**config.mk**
```make
export PLATFORM = sky130hd
export DESIGN_NAME = instr_decode_rle_flat
export DESIGN_NICKNAME = d
export VERILOG_FILES = /design/src/rtl/instr_decode_rle_if.sv /design/src/rtl/instr_decode_rle.sv /design/src/flat_wrapper.sv
export SDC_FILE = /design/constraint.sdc
export NUM_CORES = 1
export LEC_CHECK = 0
export CELL_PAD_IN_SITES_DETAIL_PLACEMENT = 1
export CELL_PAD_IN_SITES_GLOBAL_PLACEMENT = 1
export CORE_AREA = 4 4 68 57
export DETAILED_ROUTE_END_ITERATION = 8
export DIE_AREA = 0 0 72 61
export PLACE_DENSITY_LB_ADDON = 0.1
export SLEW_MARGIN = 20
export SYNTH_ARGS = -nofsm -noshare
export SYNTH_HDL_FRONTEND = slang
export SYNTH_SLANG_ARGS = --single-unit
```
**constraint.sdc**
```tcl
create_clock -name clk -period 4.6 [get_ports clk]
set_clock_uncertainty 0.05 [all_clocks]
set_input_delay 0.92 -clock clk [delete_from_list [all_inputs] [get_ports clk]]
set_output_delay 0.92 -clock clk [all_outputs]
set_load 0.02 [all_outputs]
```
**src/rtl/instr_decode_rle_if.sv**
```systemverilog
// Handshake bundle between program fetch, the run-length decoder and the
// execute stage. The decoder uses the slave view. Fetch and execute, or a
// bench standing in for them, use the master view.
interface instr_decode_rle_if #(
  parameter int INSTR_W = 8,
  parameter int CNT_W   = 8
);
  logic               in_valid;
  logic               in_ready;
  logic [INSTR_W-1:0] in_instr;
  logic               in_last;
  logic               out_valid;
  logic               out_ready;
  logic [2:0]         out_op;
  logic [CNT_W-1:0]   out_cnt;
  logic               out_last;

  modport slave (
    input  in_valid, in_instr, in_last, out_ready,
    output in_ready, out_valid, out_op, out_cnt, out_last
  );

  modport master (
    output in_valid, in_instr, in_last, out_ready,
    input  in_ready, out_valid, out_op, out_cnt, out_last
  );
endinterface

```
**src/rtl/instr_decode_rle.sv**
```systemverilog
// Streaming Brainfuck decoder with run-length merging.
// Program bytes are classified into the eight ops. Anything else is a nop
// and is dropped. Runs of identical > < + - collapse into one {op, count}
// beat, so the execute stage spends one cycle per run. in_last starts a
// flush: the open run is emitted with last=1. A program with no ops at all
// produces the marker {op 0, count 0, last 1}.
module instr_decode_rle #(
  parameter int INSTR_W  = 8,
  parameter int CNT_W    = 8,
  parameter int MERGE_EN = 1
) (
  input  logic                 clk,
  input  logic                 rst,
  instr_decode_rle_if.slave    bus
);

  typedef enum logic [0:0] {
    ST_RUN   = 1'b0,
    ST_FLUSH = 1'b1
  } state_e;

  localparam logic [CNT_W-1:0] CNT_MAX = {CNT_W{1'b1}};
  localparam logic [CNT_W-1:0] CNT_ONE = {{(CNT_W-1){1'b0}}, 1'b1};

  // Returns {is_op, op}. Bytes with any bit set above the low eight are nops.
  function automatic logic [3:0] classify(input logic [INSTR_W-1:0] b);
    logic [3:0] r;
    r = 4'b0000;
    if ((b >> 8) == '0) begin
      case (b[7:0])
        8'h3E:   r = 4'b1000; // >
        8'h3C:   r = 4'b1001; // <
        8'h2B:   r = 4'b1010; // +
        8'h2D:   r = 4'b1011; // -
        8'h2E:   r = 4'b1100; // .
        8'h2C:   r = 4'b1101; // ,
        8'h5B:   r = 4'b1110; // [
        8'h5D:   r = 4'b1111; // ]
        default: r = 4'b0000;
      endcase
    end
    return r;
  endfunction

  state_e           state_q,     state_d;
  logic             acc_v_q,     acc_v_d;
  logic [2:0]       acc_op_q,    acc_op_d;
  logic [CNT_W-1:0] acc_cnt_q,   acc_cnt_d;
  logic             out_valid_q, out_valid_d;
  logic [2:0]       out_op_q,    out_op_d;
  logic [CNT_W-1:0] out_cnt_q,   out_cnt_d;
  logic             out_last_q,  out_last_d;

  logic       out_free_s;
  logic       in_ready_s;
  logic       accept_s;
  logic [3:0] cls_s;
  logic       is_op_s;
  logic [2:0] op_s;
  logic       mergeable_s;

  // Classify the incoming byte. Decide whether it extends the open run.
  always_comb begin
    cls_s       = classify(bus.in_instr);
    is_op_s     = cls_s[3];
    op_s        = cls_s[2:0];
    out_free_s  = !out_valid_q || bus.out_ready;
    in_ready_s  = (state_q == ST_RUN) && out_free_s;
    accept_s    = bus.in_valid && in_ready_s;
    // Only > < + - (codes 0..3) merge. A full counter closes the run.
    mergeable_s = (MERGE_EN != 0) && acc_v_q && (op_s == acc_op_q) &&
                  (op_s[2] == 1'b0) && (acc_cnt_q != CNT_MAX);
  end

  // Next state for the FSM, the accumulator and the output register.
  always_comb begin
    state_d     = state_q;
    acc_v_d     = acc_v_q;
    acc_op_d    = acc_op_q;
    acc_cnt_d   = acc_cnt_q;
    out_valid_d = out_valid_q;
    out_op_d    = out_op_q;
    out_cnt_d   = out_cnt_q;
    out_last_d  = out_last_q;

    // A consumed beat frees the register. A load below overrides this.
    if (out_valid_q && bus.out_ready) begin
      out_valid_d = 1'b0;
    end else begin
      out_valid_d = out_valid_q;
    end

    case (state_q)
      ST_RUN: begin
        if (accept_s) begin
          if (is_op_s) begin
            if (mergeable_s) begin
              acc_cnt_d = acc_cnt_q + CNT_ONE;
            end else begin
              // Close the open run, if any, before starting a new one.
              if (acc_v_q) begin
                out_valid_d = 1'b1;
                out_op_d    = acc_op_q;
                out_cnt_d   = acc_cnt_q;
                out_last_d  = 1'b0;
              end else begin
                out_valid_d = out_valid_d;
              end
              acc_v_d   = 1'b1;
              acc_op_d  = op_s;
              acc_cnt_d = CNT_ONE;
            end
          end else begin
            acc_v_d = acc_v_q;
          end
          if (bus.in_last) begin
            state_d = ST_FLUSH;
          end else begin
            state_d = ST_RUN;
          end
        end else begin
          state_d = ST_RUN;
        end
      end
      ST_FLUSH: begin
        if (out_free_s) begin
          out_valid_d = 1'b1;
          out_last_d  = 1'b1;
          if (acc_v_q) begin
            out_op_d  = acc_op_q;
            out_cnt_d = acc_cnt_q;
          end else begin
            // Empty program marker.
            out_op_d  = 3'd0;
            out_cnt_d = '0;
          end
          acc_v_d = 1'b0;
          state_d = ST_RUN;
        end else begin
          state_d = ST_FLUSH;
        end
      end
      default: begin
        state_d = ST_RUN;
        acc_v_d = 1'b0;
      end
    endcase
  end

  // State, accumulator and output register. Reset drops any pending beat.
  always_ff @(posedge clk or posedge rst) begin
    if (rst) begin
      state_q     <= ST_RUN;
      acc_v_q     <= 1'b0;
      acc_op_q    <= 3'd0;
      acc_cnt_q   <= '0;
      out_valid_q <= 1'b0;
      out_op_q    <= 3'd0;
      out_cnt_q   <= '0;
      out_last_q  <= 1'b0;
    end else begin
      state_q     <= state_d;
      acc_v_q     <= acc_v_d;
      acc_op_q    <= acc_op_d;
      acc_cnt_q   <= acc_cnt_d;
      out_valid_q <= out_valid_d;
      out_op_q    <= out_op_d;
      out_cnt_q   <= out_cnt_d;
      out_last_q  <= out_last_d;
    end
  end

  assign bus.in_ready  = in_ready_s;
  assign bus.out_valid = out_valid_q;
  assign bus.out_op    = out_op_q;
  assign bus.out_cnt   = out_cnt_q;
  assign bus.out_last  = out_last_q;

endmodule

```
**src/flat_wrapper.sv**
```systemverilog
// flat-port wrapper written by rule: the top's interface ports become plain ports
module instr_decode_rle_flat 
#(
  parameter int INSTR_W  = 8,
  parameter int CNT_W    = 8,
  parameter int MERGE_EN = 1
)
  (clk, rst, bus_in_valid, bus_in_instr, bus_in_last, bus_out_ready, bus_in_ready, bus_out_valid, bus_out_op, bus_out_cnt, bus_out_last);
  instr_decode_rle_if #(.INSTR_W(INSTR_W), .CNT_W(CNT_W)) bus_i ();
  input  logic clk;
  input  logic rst;
  input wire logic [$bits(bus_i.in_valid)-1:0] bus_in_valid;
  input wire logic [$bits(bus_i.in_instr)-1:0] bus_in_instr;
  input wire logic [$bits(bus_i.in_last)-1:0] bus_in_last;
  input wire logic [$bits(bus_i.out_ready)-1:0] bus_out_ready;
  output wire logic [$bits(bus_i.in_ready)-1:0] bus_in_ready;
  output wire logic [$bits(bus_i.out_valid)-1:0] bus_out_valid;
  output wire logic [$bits(bus_i.out_op)-1:0] bus_out_op;
  output wire logic [$bits(bus_i.out_cnt)-1:0] bus_out_cnt;
  output wire logic [$bits(bus_i.out_last)-1:0] bus_out_last;
  assign bus_i.in_valid = bus_in_valid;
  assign bus_i.in_instr = bus_in_instr;
  assign bus_i.in_last = bus_in_last;
  assign bus_i.out_ready = bus_out_ready;
  assign bus_in_ready = bus_i.in_ready;
  assign bus_out_valid = bus_i.out_valid;
  assign bus_out_op = bus_i.out_op;
  assign bus_out_cnt = bus_i.out_cnt;
  assign bus_out_last = bus_i.out_last;
  instr_decode_rle #(.INSTR_W(INSTR_W), .CNT_W(CNT_W), .MERGE_EN(MERGE_EN)) u_core (.clk(clk), .rst(rst), .bus(bus_i));
endmodule
```
==> results.yml <==
status:
  status: "completed"
yosys:
  ys_ff_latch: 26
  syn_inst: 120
  ys.flop_type: "dfrtp_1"
  synth_area_um2: 1310
  synth.area.top_cells: "dfrtp_1, a22o_1, o31ai_1"
  synth-edff-count: 0
  yosysWarnings: 0
  syn-num-nets: 134
  yosysTopAreaCell: "dfrtp_1"
  seq_area_frac_synth_pct: 49.7
  async_reset_ff_share_pct: 100
  synth_cell_type_count: 39
  synth_top_area_share_pct: 49.7
  syn_avg_cell_area_um2: 10.9
critical_path:
  path_buf_inv: 2
  r2r_cells: 7
  r2r_start: "u_core.acc_cnt_q[0]$_DFFE_PP0P_"
  slowest_delay_ns: 0.62
  worstSetupEndpoint: "bus_in_ready"
  end_kind: "output pin"
  crit_top_cell: "clkdlybuf4s50_1"
  r2r-end: "u_core.bus.out_cnt[4]$_DFFE_PP0P_"
  cp-startpoint: "bus_out_ready"
  crit_cells: 4
  criticalPathCategory: "primary input to output pin"
  r2r_slack_ns: 1.70
  crit_path_max_fanout: 6
  crit_family: "buffers and inverters"
  cp-start-kind: "primary input"
  cp.arrival_ns: 2.37
  worstPathCellList: "clkdlybuf4s50_1 > nand2b_1 > and2_1 > clkdlybuf4s50_1"
  cpMaxStageDelayCell: "clkdlybuf4s50_1"
  required_ns: 3.63
finish:
  regArea_um2: 651
  final_cell_mix: "clkdlybuf4s50_1, dfrtp_1, a22o_1"
  fin_util_pct: 53.8
  stdcell_area_um2: 1670
  drive_gt1_share_pct: 8.84
  area_delta_synth_final_pct: 27.6
  multi_input_area_um2: 613
  diodes: 0
  fill_cells: 354
  layout.nets: 162
route:
  drc: 0
  met3WireLength_um: 136
  routed.top_layer: "met4"
  met1_length_mm: 1.52
  viasPerCell: 5.76
  antenna_left: 0
  wl_per_cell_um: 16.5
  wl_met2_mm: 1.41
  vias: 1077
  drt_wl_total_mm: 3.08
  first_iter_violations: 28
  first_pass_iters: 4
grt:
  gr-usage-all-layers_pct: 16.2
  grt_max_degree: 27
  first_global_vias: 1110
  antenna_found_initial: 0
  grt-ovfl-total: 0
  grt_pass1_wl_mm: 5.40
die:
  rows: 18
  initial_core_util_pct: 42.1
  dieHeight_um: 61
  fp.dieW_um: 72
  ios: 27
  core_um2: 3110
  dieArea_um2: 4390
sta:
  maxSlewViolCount: 0
  grt_setup_unrepaired: "no"
  fin_crit_ns: 3.34
  finalCritPeriodShare_pct: 72.6
  setup_viol: 0
  final.setup.worst_slack_ns: 1.26
  finalSetupTns_ns: 0
  clock.fmax_mhz: 299
  hold_viol_final: 0
  tightest_slew_ns: 0.921
  max_slew_margin_pct: 38.2
clocking:
  root_buffer: "clkbuf_8"
  clkSinkCount: 26
  clk_pin_slew_ns: 0.09
  h-tree-depth: 1
  clk_latency_ns: 0.27
  cts_buffers: 3
  cts.repair.resized: 0
  hold_buffers: 0
  clk_path_buf_depth: 2
  cts_tree: "done"
  postCtsSetupRepairBufs: 0
pwr:
  p_leak_uw: 0.000728
  ir_drop_v: 0.000300
  p_per_area_nw_per_um2: 297
placement:
  dpl_worst_slack_ns: 0.939
  placed_cell_area_um2: 1600
  place_congestion: 0.739
  portBuffers: 26
  dp_hpwl_mm: 2.44
worst_hold_path:
  hold_path.class: "flop to flop"
run:
  cap_violations: 0
[sequential cells by signal (all words and copies together), names as in the netlist]
register              cells
u_core.bus.out_cnt        8
u_core.bus.out_op         3
u_core.state_q            1
u_core.bus.out_last       1
u_core.acc_v_q            1
u_core.acc_cnt_q          8
u_core.bus.out_valid      1
u_core.acc_op_q           3
[power breakdown]
group | switching [µW] | internal [µW] | leakage (µW)
Sequential | 7.22 | 236 | 0.000354
Clock | 71.7 | 116 | 0.0000357
Combinational | 37.4 | 28.7 | 0.000338
[cell type report]
type / count / area share (%)
clock inverter: 1 / 1.80
timing repair buffer: 28 / 16.5
sequential: 26 / 38.9
clock buffer: 3 / 2.47
multi-input combinational: 86 / 36.7
tap: 40 / 2.99
inverter: 3 / 0.674
[per-stage QoR]
stage | std cells | power (µW) | hold slack, ns
final | 187 | 497 | 0.464
after global routing | 187 | 523 | 0.479
after CTS | 187 | 505 | 0.470
after detailed placement | 183 | 314 | 0.449
after global placement | 183 | 311 | 0.441
after floorplan | 120 | 286 | 0.432
[worst min-delay path by stage]
stage / from / endpoint / cells past startpoint
global placement: u_core.bus.out_op[1]$_DFFE_PP0P_ / u_core.bus.out_op[1]$_DFFE_PP0P_ / 1
finish: u_core.bus.out_cnt[5]$_DFFE_PP0P_ / u_core.bus.out_cnt[5]$_DFFE_PP0P_ / 1
CTS: u_core.bus.out_cnt[3]$_DFFE_PP0P_ / u_core.bus.out_cnt[3]$_DFFE_PP0P_ / 1
floorplan: u_core.acc_cnt_q[0]$_DFFE_PP0P_ / u_core.acc_cnt_q[0]$_DFFE_PP0P_ / 1
detailed placement: u_core.bus.out_cnt[3]$_DFFE_PP0P_ / u_core.bus.out_cnt[3]$_DFFE_PP0P_ / 1
global route: u_core.bus.out_cnt[5]$_DFFE_PP0P_ / u_core.bus.out_cnt[5]$_DFFE_PP0P_ / 1
[cells by family (layout without fill, tap and decap cells)]
| logic type | count (synthesis) | in the layout | share of synthesized area (%) |
|---|---|---|---|
| multiplexers | 1 | 1 | 0.860 |
| flip-flops | 26 | 26 | 49.7 |
| buffers and inverters | 8 | 35 | 3.53 |
| XOR/XNOR | 2 | 2 | 1.34 |
| AO/OA/AOI/OAI | 41 | 41 | 24.7 |
| AND/OR/NAND/NOR | 41 | 41 | 18.9 |
| adder cells (fa/ha/maj) | 1 | 1 | 0.955 |
[cells in the mapped netlist, drive strengths merged, types with 2 or more instances]
library cell	number
nor2b	6
o21ai	6
buf	4
a22o	17
inv	3
nand4	2
nor2	3
dfrtp	26
nor3	3
and2	2
o2111ai	2
o31ai	8
and3	4
nand2	10
nand3	3
a21oi	4
[per-layer routing]
layer,vias to the layer above,track usage [%]
met3,4,3.64
met1,541,21.5
met5,-,0
met2,21,27.1
li1,511,-
met4,0,4.02
Note: power is estimated with default switching activity, not from simulation.
